`config.mk`:
```
export PLATFORM = sky130hd
export DESIGN_NAME = serial_work_transmit
export DESIGN_NICKNAME = d
export VERILOG_FILES = /design/src/rtl/serial_work_transmit_pkg.sv /design/src/rtl/uart_baud_tick.sv /design/src/rtl/serial_work_transmit.sv
export SDC_FILE = /design/constraint.sdc
export NUM_CORES = 2
export LEC_CHECK = 0
export ABC_AREA = 1
export ABC_CLOCK_PERIOD_IN_PS = 19740
export CAP_MARGIN = 10
export CORE_ASPECT_RATIO = 1.25
export CORE_MARGIN = 1.5
export CORE_UTILIZATION = 35
export DETAILED_ROUTE_END_ITERATION = 8
export GPL_TIMING_DRIVEN = 0
export PLACE_DENSITY_LB_ADDON = 0.3
export SLEW_MARGIN = 20
export SYNTH_ARGS = -nofsm -noshare
export SYNTH_HDL_FRONTEND = slang
export SYNTH_SLANG_ARGS = --single-unit
```
`constraint.sdc`:
```
create_clock -name clk -period 19.74 [get_ports clk]
set_clock_uncertainty 0.15 [all_clocks]
set_input_delay 2.961 -clock clk [delete_from_list [all_inputs] [get_ports clk]]
set_output_delay 2.961 -clock clk [all_outputs]
set_load 0.005 [all_outputs]
```
`src/rtl/serial_work_transmit_pkg.sv`:
```
// serial_work_transmit_pkg: constants and state type shared by the work-unit UART link.
// Byte k of a packet is midstate[8k+:8] for k<32, then data2[8(k-32)+:8].
package serial_work_transmit_pkg;
    localparam int PKT_BYTES      = 64;
    localparam int BITS_PER_FRAME = 10;
    localparam int DATA_BITS      = BITS_PER_FRAME - 2;
    typedef enum logic [1:0] {IDLE, START, DATA, STOP} tx_state_t;
endpackage

```
`src/rtl/uart_baud_tick.sv`:
```
// uart_baud_tick: bit-period counter, restarts on demand and ticks on the last clock of a bit.
module uart_baud_tick #(
    parameter int BAUD_DIV = 52
) (
    input  logic clk,
    input  logic rst,
    input  logic restart,
    output logic tick
);
    logic [15:0] cnt;
    assign tick = cnt == 16'(BAUD_DIV - 1);
    always_ff @(posedge clk or posedge rst) begin
        if (rst) cnt <= '0;
        else     cnt <= (restart || tick) ? '0 : cnt + 16'd1;
    end
endmodule

```
`src/rtl/serial_work_transmit.sv`:
```
// serial_work_transmit: sends a captured {data2, midstate} work unit as 64 back-to-back 8N1 bytes.
module serial_work_transmit
    import serial_work_transmit_pkg::*;
#(
    parameter int BAUD_DIV  = 52,
    parameter int PKT_BYTES = 64
) (
    input  logic         clk,
    input  logic         rst,
    input  logic         send,
    input  logic [255:0] midstate,
    input  logic [255:0] data2,
    output logic         busy,
    output logic         done,
    output logic         TxD
);
    tx_state_t    state;
    logic [511:0] shreg;
    logic [2:0]   bit_idx;
    logic [5:0]   byte_idx;
    logic         tick;
    logic         last_bit;
    logic         last_byte;

    assign last_bit  = bit_idx == 3'(DATA_BITS - 1);
    assign last_byte = byte_idx == 6'(PKT_BYTES - 1);

    // Held in restart while idle so every packet's first bit starts on a fresh count
    uart_baud_tick #(.BAUD_DIV(BAUD_DIV)) u_baud (
        .clk     (clk),
        .rst     (rst),
        .restart (state == IDLE),
        .tick    (tick)
    );

    always_ff @(posedge clk or posedge rst) begin
        if (rst) begin
            state    <= IDLE;
            shreg    <= '0;
            bit_idx  <= '0;
            byte_idx <= '0;
            busy     <= 1'b0;
            done     <= 1'b0;
            TxD      <= 1'b1;
        end else begin
            done <= 1'b0;
            case (state)
                IDLE: if (send) begin
                    shreg <= {data2, midstate};
                    state <= START;
                    busy  <= 1'b1;
                    TxD   <= 1'b0;
                end
                START: if (tick) begin
                    state <= DATA;
                    TxD   <= shreg[0];
                end
                DATA: if (tick) begin
                    shreg   <= shreg >> 1;
                    bit_idx <= bit_idx + 3'd1;
                    state   <= last_bit ? STOP : DATA;
                    TxD     <= last_bit ? 1'b1 : shreg[1];
                end
                STOP: if (tick) begin
                    if (last_byte) begin
                        state    <= IDLE;
                        busy     <= 1'b0;
                        done     <= 1'b1;
                        byte_idx <= '0;
                    end else begin
                        state    <= START;
                        byte_idx <= byte_idx + 6'd1;
                        TxD      <= 1'b0;
                    end
                end
                default: state <= IDLE;
            endcase
        end
    end
endmodule

```
* Yosys cells after proc, flatten, opt, wreduce, memory -nomap -nowiden
Cells that the tools add are included.
** Storage, ports and cells
- Bits in registers :: 542
- Bits of input ports :: 515
- Output and inout port bits :: 3
- Word-level logic and storage cells :: 59
** Operators by class
- Add/sub/neg operators :: 3
- Eq/ne operators :: 12
- Multiplexer cells :: 26
- Reductions and logical operators :: 10
** Operator list (number)
- 512-bit 2-to-1 mux :: 2
- 512-bit one-hot mux with 2 select lines :: 1
- 16-bit by 1-bit adder with 16-bit output, second input constant :: 1
- 16-bit by 6-bit == test with 1-bit output, second input constant :: 1
- 16-bit 2-to-1 mux :: 1
- 1-bit 2-to-1 mux :: 14
- 2-bit 2-to-1 mux :: 4
- 2-bit one-hot mux with 4 select lines :: 1
- 4-bit AND reduction :: 2
- 6-bit by 1-bit adder with 6-bit output, second input constant :: 1
- 6-bit == test, second input constant :: 1
- 6-bit 2-to-1 mux :: 1
- 2-bit by 1-bit != test with 1-bit output, second input constant :: 3
- 2-bit != test, second input constant :: 3
- 5-bit AND reduction :: 1
- 2-bit == test, second input constant :: 2
- 1-bit one-hot mux with 4 select lines :: 1
- 2-bit AND reduction :: 2
- 2-bit nonzero test :: 2
- 3-bit by 1-bit adder with 3-bit output, second input constant :: 1
- 3-bit == test, second input constant :: 1
- 3-bit AND reduction :: 1
- 2-bit by 1-bit == test with 1-bit output, second input constant :: 1
- 2-bit zero test :: 1
- other kinds (2) :: 2

* Logic depth before layout (Yosys ltp)
- Depth after elaboration :: 4
- Mapped depth :: 13
- Mapped depth without buffers :: 10

* Hierarchy
A second synthesis with hierarchy kept.
** Second synthesis, totals
- Cell total of the unflattened synthesis :: 2452
- Area, all modules :: 27966.8 um^2
** By module, submodules not included
- serial_work_transmit :: times used 1, cells an instance 2318, area an instance 27048.4 um^2, seq. area each 13163.9 um^2
- uart_baud_tick :: times used 1, cells an instance 134, area an instance 918.4 um^2, seq. area each 400.4 um^2

* Worst setup path after synthesis
Ideal clock, no wire load.
- Path type :: in2reg
- From :: input send
- To :: register shreg[224]
- Setup time :: 121 ps
- Data arrival time :: 3875 ps
- Data required time :: 19469 ps
- Path slack :: 15594 ps
- Cell stages on the path :: 8
- Path buffers :: 3
- Cell sequence :: nor2_1 > a21oi_1 > nand2_4 > inv_4 > buf_12 > buf_4 > buf_2 > o21ai_1
** On the way
- Longest elaborated chain between the ends :: 2
** Ends and longest elaborated chain
- start, declared :: line serial_work_transmit.sv:10 : input logic send,
- 2-bit != test (no source line)
- 3-bit AND reduction (no source line)
- end signal, assigned :: line serial_work_transmit.sv:49 : shreg <= {data2, midstate};
- end signal, assigned :: line serial_work_transmit.sv:59 : shreg <= shreg >> 1;
- end, declared :: line serial_work_transmit.sv:18 : logic [511:0] shreg;
No other way between the ends.
A chain may end at the register's enable or synchronous reset.

* Final worst setup path
- From :: register TxD
- To :: output TxD
** RTL lines
- start, declared :: line serial_work_transmit.sv:15 : output logic TxD
- start signal, assigned :: line serial_work_transmit.sv:56 : TxD <= shreg[0];
- start signal, assigned :: line serial_work_transmit.sv:62 : TxD <= last_bit ? 1'b1 : shreg[1];
No word-level cell between the ends.

==> metrics <==
total gr overflow 0; RSZ-0062 raised after global routing false; Post-CTS Setup Inserts 0; combinational share of power 48.0%; PwrDens 158 nW/um2; Layout area overhead 32.0%; routed via count 24000; number of global-route vias before repair 23900; final hold vios 0; post_cts resized 0; Crit Path Category reg -> out; Slowest cell on crit path clkdlybuf4s50_1; hold crit path type reg -> reg; flop-to-flop setup slack 16.59 ns; Overall Power 0.00561 W; worst vdd ir 0.0903 mV; final WL 79300 um; DRT Pass-1 Iters 7; Ys Warns 0; Seq pwr share 31.7%; highest clock rate 209 MHz; FF+latch area 13600 um2; initial antenna violation count 35; CP bufs+invs 1; TritonCTS clock tree built; Avg Vias per Cell 4.68; dpl cells 5014; startpoint class of the critical path flop; Port Buffers 517; crit-path max cell delay 0.56 ns; multi-input logic area 9750 um2; status finished, final reports clean; DRC errors left 0; maxcap violations 0; first-pass GRT wire length 125000 um; switching share of power 41.0%; RD Place Congestion 0.853; root buffer cell clkbuf_16; WHS Path Cells 1; CP delay by family, top buffers and inverters; max layer used met5; cells after synthesis 3514; Synth Flop Type dfrtp_1; Avg Inst Size Synth 7.63 um2; post-route ant nets 0; Pint 0.00331 W; Initial Util 35.3%; flops & latches, synth 542; WL met3 5330 um; clock transition at the registers of the reported paths 0.06 ns; slew margin rel. 45.1%; clk sinks 542; nets 4621; Tightest Pin Transition 0.824 ns; Period minus WS final 4.78 ns; die area 78300 um2; layout cells sized above 1 6.46%; Synth Cell Area 26800 um2; Filler Cell Count 7514; total negative setup slack 0 ns; register area share after synthesis 50.6%; fin area 35400 um2; clock latency on the worst-skew pair 0.61 ns; final setup vio count 0; metal2 WL 38100 um; cts hold-fix bufs 0; Yosys top cell area share 50.5%; Die Ht 312 um; total placed instance area 33400 um2; syn nets 4038; die width 251 um; Rows 113; drt initial violations 1407; CP Depth 1; clock buffer count from CTS 58; fin crit share 24.2%; I/O pin total 518; Post-synth EDFFs 0; M1 wire length 33200 um; CP Data Arrival Time 1.67 ns; hpwl dp 59200 um; clock share of power 20.3%; global-route usage over all layers 20.0%; Yosys cell types 36; non-filler cells in the finished layout 5133; largest net degree at the start of global routing 102; CP endpoint kind output pin; async set-reset flop share out of synthesis 100%; wire per inst 15.5 um; core box area 75900 um2; H-tree levels 2; clock buffer depth 3; Worst Path Required 16.63 ns; Synth area leaders dfrtp_1 (50%), nand2_1 (15%), o21ai_0 (10%); R2R depth 11; post-synth top area cell dfrtp_1; Static Leak 16.9 nW; Psw 0.00230 W; Slew Limit Fails 0; crit-path max FO 2; crit path cell chain clkdlybuf4s50_1
## sequential cells by signal (all words and copies together), names as in the netlist
| signal | flops |
|---|---|
| u_baud.cnt | 16 |
| byte_idx | 6 |
| state | 2 |
| TxD | 1 |
| busy | 1 |
| bit_idx | 3 |
| done | 1 |
| shreg | 512 |
## metal layers
| layer | global-route usage [%] | vias up |
|---|---|---|
| met3 | 5.50 | 178 |
| met5 | 0 | - |
| met2 | 34.1 | 596 |
| met1 | 24.2 | 11100 |
| met4 | 7.07 | 50 |
| li1 | - | 12200 |
## final cells by class
type	instances	area share, %
Sequential cell	542	38.3
Clock inverter	20	0.686
Multi-Input combinational cell	2206	27.5
Timing Repair Buffer	523	15.1
Clock buffer	89	4.94
Buffer	227	4.17
Inverter	539	5.74
Antenna cell	10	0.0707
Tap cell	977	3.45
## per-stage QoR
stage | worst slack, ns | hold WS, ns | util [%]
after detailed placement | 14.69 | 0.304 | 44.0
after global placement | -5.95 | 0.296 | 43.8
after CTS | 14.91 | 0.311 | 46.6
after global routing | 14.88 | 0.337 | 46.6
final | 14.96 | 0.308 | 46.6
after floorplan | 1.48 | 0.283 | -
## Yosys cell counts (2+ instances only)
cell and number:
a21oi_1 11, buf_1 2, buf_2 69, buf_4 37, buf_6 48, buf_8 2, clkbuf_1 68, dfrtp_1 541
ha_1 9, inv_1 536, nand2_1 1092, nand2_2 2, nand3_1 13, nand4_1 2, nor2_1 29, nor3_1 4
o21ai_0 534, o21ai_1 495, xor2_1 3
## kinds of logic (layout without fill, tap and decap cells)
logic type / count (synthesis) / count (layout) / synth area share [%]
xor+xnor: 4 / 4 / 0.131
other cells: 0 / 10 / 0
buf+inv: 766 / 1398 / 13.1
flops: 542 / 542 / 50.6
compound gates: 1045 / 1045 / 19.5
simple gates: 1148 / 1148 / 16.3
fa+ha+maj: 9 / 9 / 0.420
## layout by cell type (no fill, tap or decap), drive strengths merged, types with 3 or more instances in the layout
cell type / n
nand2: 1095
o21ai: 1029
dfrtp: 541
inv: 540
clkdlybuf4s50: 517
buf: 165
clkbuf: 157
nor2: 30
nand3: 13
clkinv: 13
a21oi: 11
diode: 10
ha: 9
bufinv: 5
nor3: 4
xor2: 3
## worst paths after layout
path,start,end
setup / recovery,TxD,TxD
hold / removal,u_baud.cnt[0],u_baud.cnt[0]
setup reg to reg,state[0],shreg[210]
hold reg to reg,u_baud.cnt[0],u_baud.cnt[0]
max in group asynchronous,rst,shreg[431]
min in group asynchronous,rst,shreg[141]
## power by group through the flow
stage / Sequential, W / Clock (W) / Combinational [W]
floorplan: 0.00178 / 0 / 0.00199
global placement: 0.00180 / 0 / 0.00267
detailed placement: 0.00180 / 0 / 0.00272
CTS: 0.00178 / 0.00117 / 0.00273
global route: 0.00183 / 0.00121 / 0.00309
finish: 0.00178 / 0.00114 / 0.00269
(Power assumes the default switching activity.)
